### src/rtl/seq_stage_ctrl.sv
// Stage sequencer for the sequential Y86-64 core.
// Walks FETCH..PCUP one stage per cycle, owns the condition codes, the
// registered branch/cmov condition, the processor status and two counters.
module seq_stage_ctrl #(
   parameter int CNT_W       = 32,
   parameter int MEM_TIMEOUT = 16
) (
   input  logic             clk,
   input  logic             rst_n,
   input  logic             start,
   input  logic [3:0]       icode,
   input  logic [3:0]       ifun,
   input  logic             instr_ok,
   input  logic             imem_error,
   input  logic [2:0]       cc_new,
   input  logic             mem_ack,
   input  logic             dmem_error,
   output logic             fetch_en,
   output logic             decode_en,
   output logic             exec_en,
   output logic             mem_req,
   output logic             wb_en,
   output logic             pc_en,
   output logic [2:0]       cc,
   output logic             cnd,
   output logic [1:0]       stat,
   output logic             busy,
   output logic [CNT_W-1:0] cycle_cnt,
   output logic [CNT_W-1:0] instr_cnt
);

   localparam int WAIT_W = $clog2(MEM_TIMEOUT + 1);
   localparam logic [WAIT_W-1:0] WAIT_LAST = WAIT_W'(MEM_TIMEOUT - 1);

   localparam logic [1:0] STAT_AOK = 2'd0;
   localparam logic [1:0] STAT_HLT = 2'd1;
   localparam logic [1:0] STAT_ADR = 2'd2;
   localparam logic [1:0] STAT_INS = 2'd3;

   typedef enum logic [2:0] {
      S_IDLE, S_FETCH, S_DECODE, S_EXEC, S_MEM, S_WB, S_PCUP, S_HALT
   } state_t;

   state_t            r_state;
   logic [2:0]        r_cc;
   logic              r_cnd;
   logic [1:0]        r_stat;
   logic [CNT_W-1:0]  r_cycle_cnt;
   logic [CNT_W-1:0]  r_instr_cnt;
   logic [WAIT_W-1:0] r_wait;

   logic w_busy;
   logic w_is_cond;
   logic w_is_mem;
   logic w_bad_code;
   logic w_lt;
   logic w_cond;

   assign w_busy    = (r_state != S_IDLE) && (r_state != S_HALT);
   // cmovXX (2) and jXX (7) carry a condition selected by ifun
   assign w_is_cond = (icode == 4'h2) || (icode == 4'h7);
   // rmmovq, mrmovq, call, ret, pushq, popq touch data memory
   assign w_is_mem  = (icode == 4'h4) || (icode == 4'h5) || (icode == 4'h8) ||
                      (icode == 4'h9) || (icode == 4'hA) || (icode == 4'hB);
   assign w_bad_code = (icode > 4'hB) || (w_is_cond && (ifun > 4'h6));
   // signed less-than: SF ^ OF, with cc = {OF,SF,ZF}
   assign w_lt      = r_cc[1] ^ r_cc[2];

   // condition evaluation on the codes as they stand before this EXEC
   always_comb begin
      w_cond = 1'b0;
      case (ifun)
         4'h0:    w_cond = 1'b1;
         4'h1:    w_cond = w_lt | r_cc[0];
         4'h2:    w_cond = w_lt;
         4'h3:    w_cond = r_cc[0];
         4'h4:    w_cond = ~r_cc[0];
         4'h5:    w_cond = ~w_lt;
         4'h6:    w_cond = ~w_lt & ~r_cc[0];
         default: w_cond = 1'b0;
      endcase
   end

   // stage sequencing, status, flags and counters
   always_ff @(posedge clk or negedge rst_n) begin
      if (!rst_n) begin
         r_state     <= S_IDLE;
         r_cc        <= 3'b001;
         r_cnd       <= 1'b0;
         r_stat      <= STAT_AOK;
         r_cycle_cnt <= '0;
         r_instr_cnt <= '0;
         r_wait      <= '0;
      end else begin
         if (w_busy) begin
            r_cycle_cnt <= r_cycle_cnt + 1'b1;
         end
         case (r_state)
            S_IDLE: begin
               if (start) r_state <= S_FETCH;
            end
            S_FETCH: begin
               if (imem_error) begin
                  r_state <= S_HALT;
                  r_stat  <= STAT_ADR;
               end else if (!instr_ok) begin
                  r_state <= S_HALT;
                  r_stat  <= STAT_INS;
               end else begin
                  r_state <= S_DECODE;
               end
            end
            S_DECODE: begin
               if (w_bad_code) begin
                  r_state <= S_HALT;
                  r_stat  <= STAT_INS;
               end else if (icode == 4'h0) begin
                  // the halt instruction itself counts as retired
                  r_state     <= S_HALT;
                  r_stat      <= STAT_HLT;
                  r_instr_cnt <= r_instr_cnt + 1'b1;
               end else begin
                  r_state <= S_EXEC;
               end
            end
            S_EXEC: begin
               if (icode == 4'h6) r_cc <= cc_new;
               r_cnd   <= w_is_cond ? w_cond : 1'b0;
               r_wait  <= '0;
               r_state <= w_is_mem ? S_MEM : S_WB;
            end
            S_MEM: begin
               // an ack arriving on the expiry cycle still completes normally
               if (mem_ack) begin
                  if (dmem_error) begin
                     r_state <= S_HALT;
                     r_stat  <= STAT_ADR;
                  end else begin
                     r_state <= S_WB;
                  end
               end else if (r_wait == WAIT_LAST) begin
                  r_state <= S_HALT;
                  r_stat  <= STAT_ADR;
               end else begin
                  r_wait <= r_wait + 1'b1;
               end
            end
            S_WB: begin
               r_state <= S_PCUP;
            end
            S_PCUP: begin
               r_state     <= S_FETCH;
               r_instr_cnt <= r_instr_cnt + 1'b1;
            end
            S_HALT: begin
               r_state <= S_HALT;
            end
            default: begin
               r_state <= S_IDLE;
            end
         endcase
      end
   end

   assign fetch_en  = (r_state == S_FETCH);
   assign decode_en = (r_state == S_DECODE);
   assign exec_en   = (r_state == S_EXEC);
   assign mem_req   = (r_state == S_MEM);
   assign wb_en     = (r_state == S_WB);
   assign pc_en     = (r_state == S_PCUP);
   assign busy      = w_busy;
   assign cc        = r_cc;
   assign cnd       = r_cnd;
   assign stat      = r_stat;
   assign cycle_cnt = r_cycle_cnt;
   assign instr_cnt = r_instr_cnt;

endmodule

### config.mk
export PLATFORM = sky130hd
export DESIGN_NAME = seq_stage_ctrl
export DESIGN_NICKNAME = d
export VERILOG_FILES = /design/src/rtl/seq_stage_ctrl.sv
export SDC_FILE = /design/constraint.sdc
export NUM_CORES = 1
export LEC_CHECK = 0
export CELL_PAD_IN_SITES_DETAIL_PLACEMENT = 0
export CELL_PAD_IN_SITES_GLOBAL_PLACEMENT = 1
export CORE_MARGIN = 8
export CORE_UTILIZATION = 38
export DETAILED_ROUTE_END_ITERATION = 7
export GPL_ROUTABILITY_DRIVEN = 0
export GPL_TIMING_DRIVEN = 1
export PLACE_DENSITY_LB_ADDON = 0.1
export SYNTH_ARGS = -nofsm -noshare
export SYNTH_HDL_FRONTEND = slang
export SYNTH_SLANG_ARGS = --single-unit
### constraint.sdc
create_clock -name clk -period 2.4 [get_ports clk]
set_clock_uncertainty 0.2 [all_clocks]
set_input_delay 0.72 -clock clk [delete_from_list [all_inputs] [get_ports clk]]
set_output_delay 0.72 -clock clk [all_outputs]
set_load 0.01 [all_outputs]
==> reports/metrics.cfg, run 1 <==
[status]
status = complete, but fails checks
violations = setup timing

[worst_setup_path]
r2r-start = r_wait[0]
critPathLaunchType = register
cp.buffers_inverters = 2
worstPathRequired_ns = 1.48
r2r-end = r_wait[3]
arrival_ns = 1.49
crit_chain = buf_6 -> or3_4 -> and2_4 -> buf_6
crit_path_top_delay_cell = dfrtp_1
critPathMaxStageDelay_ns = 0.42
r2r_slack_ns = 0.09
critPathCaptureType = output pin
crit_top_cell = buf_6
reg2reg_depth = 8
crit_family = simple AND/OR/NAND/NOR gates
critical_path_class = reg2out
crit_fanout = 4

[placed_design]
postPlaceCellArea_sq_um = 5152
io_buffers = 94
dp_hpwl_um = 6903

[cts]
cts_max_path_buffers = 2
clkSinkCount = 78
cts_hold_buf = 0
clk_latency_ns = 0.34
cts_max_level = 3
cts_buffers = 9
path_clk_slew_ns = 0.08
cts-root-buf = clkbuf_8
cts_tree = yes

[global_routing]
grt_pass1_wl_um = 15330
grt_overflow = 0
grt_usage_pct = 14.27
grt_pass1_vias = 3161
grt_max_degree = 33
antenna_found_initial = 0

[timing]
period_minus_slack_ns = 2.409
relSlewSlack_pct = 69.96
setup_viol = 1
setup_ws_ns = -0.009492
hold_slack_ns = 0.1142
rsz0062_at_grt = true
tightestPinTransition_ns = 0.4444
max_freq_mhz = 415.0
slew_viol_final = 0
hold_viol = 0
fin_crit_sh_pct = 100.4

[yosys]
ys_ff_latch = 78
yosys_warnings = 0
syn-num-nets = 380
ys_async_sr_fraction_pct = 100.0
netlist_instances = 358
ys_types = 48
netlist_area_sq_um = 3796
synth_ff_type = dfrtp_1
synth_edf_count = 0
syn_avg_cell_area_sq_um = 10.60
seq_area_frac_synth_pct = 51.45

[power_and_ir_drop]
clock_power_share_pct = 22.7
total_leakage_power_nw = 2.412
peakVddDrop_mv = 0.4054
seq_power_share_pct = 42.1
p_comb_share_pct = 35.2
power_density_nw_per_um2 = 747.7
total_power_mw = 4.026
p_sw_share_pct = 33.20
p_int_mw = 2.689
p_sw_mw = 1.337

[route]
top_layer = met4
dr_wl_met3_um = 627
via_per_inst = 4.820
drtPass1Iterations = 4
drtIter0Drc = 125
ant_nets = 0
vias = 3046
postRouteWirelength_um = 9304
wl_met1_um = 4202
drc = 0
post_drt_wl_per_cell_um = 14.72
wl_met2_um = 4381

[die]
fp.coreArea_sq_um = 9729
fp.dieArea_sq_um = 13440
initial_core_util_pct = 39.02
die_y_um = 116.0
rows = 36
die_x_um = 116.0
io_pins = 95

[hold_path]
hold_path.class = in2async

[final_layout]
antenna_cells = 0
design_area_sq_um = 5384
nets = 516
syn_to_final_growth_pct = 41.83
drive_gt1_share_pct = 17.43

[run]
maxCapViolations = 0

## placed cells by master (no fill, tap or decap), drive strengths merged, types with 5 or more instances in the layout
cell type       n
clkdlybuf4s50  81
dfrtp          77
buf            43
xnor2          38
nand2          30
xor2           28
nor2           28
nand3          25
nand4          15
and3           14
inv            13
nor3           12
clkbuf         12
o21ai           7
and4            6
mux2            5
dlygate4sd2     5
## cell families (layout without fill, tap and decap cells)
logic type | Yosys count | count (layout) | share of synthesized area (%)
and+or+nand+nor | 157 | 157 | 22.41
DFF | 78 | 78 | 51.45
xor gates and xnor gates | 66 | 66 | 15.23
AOI/OAI and AO/OA | 26 | 26 | 5.307
buffers and inverters | 21 | 162 | 2.538
muxes | 6 | 6 | 1.747
adders and majority gates | 4 | 4 | 1.318
## stage by stage
step | TNS (ns) | setup WS (ns) | std cells | util, %
finish | -0.009492 | -0.009492 | 632 | 55.34
global route | -0.1751 | -0.06269 | 632 | 55.34
CTS | -0.04228 | -0.03053 | 630 | 55.07
detailed placement | -13.34 | -0.5186 | 613 | 52.96
global placement | -12.48 | -0.4791 | 613 | 52.96
floorplan | -0.6121 | -0.1008 | 358 | -
## repair_timing
| action | CTS | global route |
|---|---|---|
| pin swaps | 6 | 4 |
| cloned | 0 | 0 |
| resized for setup | 28 | 13 |
| setup buffers | 2 | 2 |
| setup endpoints to repair | 28 | 14 |
## cells in the mapped netlist (6+ instances only)
library cell	count	area, sq um
dfrtp_1	77	1927
nor2_1	28	105.1
nand4_1	13	81.33
inv_1	12	45.04
and3_1	14	87.58
xnor2_1	38	332.8
nor3_1	12	60.06
nand2_1	30	112.6
xor2_1	28	245.2
nand3_1	25	125.1
o21ai_0	7	35.03
and4_1	6	52.55
## how the worst max path moves through the flow
stage                     from       endpoint  cells past startpoint
floorplan             icode[2]  instr_cnt[29]                      7
global placement      icode[1]  instr_cnt[21]                      7
detailed placement    icode[1]  instr_cnt[29]                      7
CTS                 r_state[2]           busy                      4
global route        r_state[2]           busy                      4
finish              r_state[2]           busy                      4
## layer usage
layer | global-route usage, % | vias up
met3 | 4.065 | 9
met1 | 17.35 | 1458
met5 | 0 | -
li1 | - | 1515
met4 | 5.618 | 0
met2 | 23.35 | 64
## final cells by class
class                   instances  area (sq um)
fillers                       897          4345
flip-flops and latches         78          1953
multi-input cells             259          1798
repair buffers                134          1239
well taps                     133         166.4
clock buffers                  10         137.6
clock inverters                 6         45.04
inverters                      12         45.04
## state kept, by name, indices dropped and copies added (netlist names)
register / flops
r_state: 3
stat: 2
r_wait: 5
instr_cnt: 32
cc: 3
cycle_cnt: 32
cnd: 1
## power by group through the flow
stage	clock network, mW	registers (mW)	logic, mW
floorplan	0	1.76	0.568
global placement	0	1.71	1.35
detailed placement	0	1.72	1.37
CTS	0.959	1.69	1.40
global route	1.01	1.73	1.55
finish	0.915	1.70	1.42
(Power assumes the default switching activity.)
==> inputs of run 2 (changes only) <==
ABC_CLOCK_PERIOD_IN_PS = 2400   (was default)
GPL_TIMING_DRIVEN = default   (was 1)
==> results of run 2 <==
Final layout, timing and power as in run 1 (identical DEF).
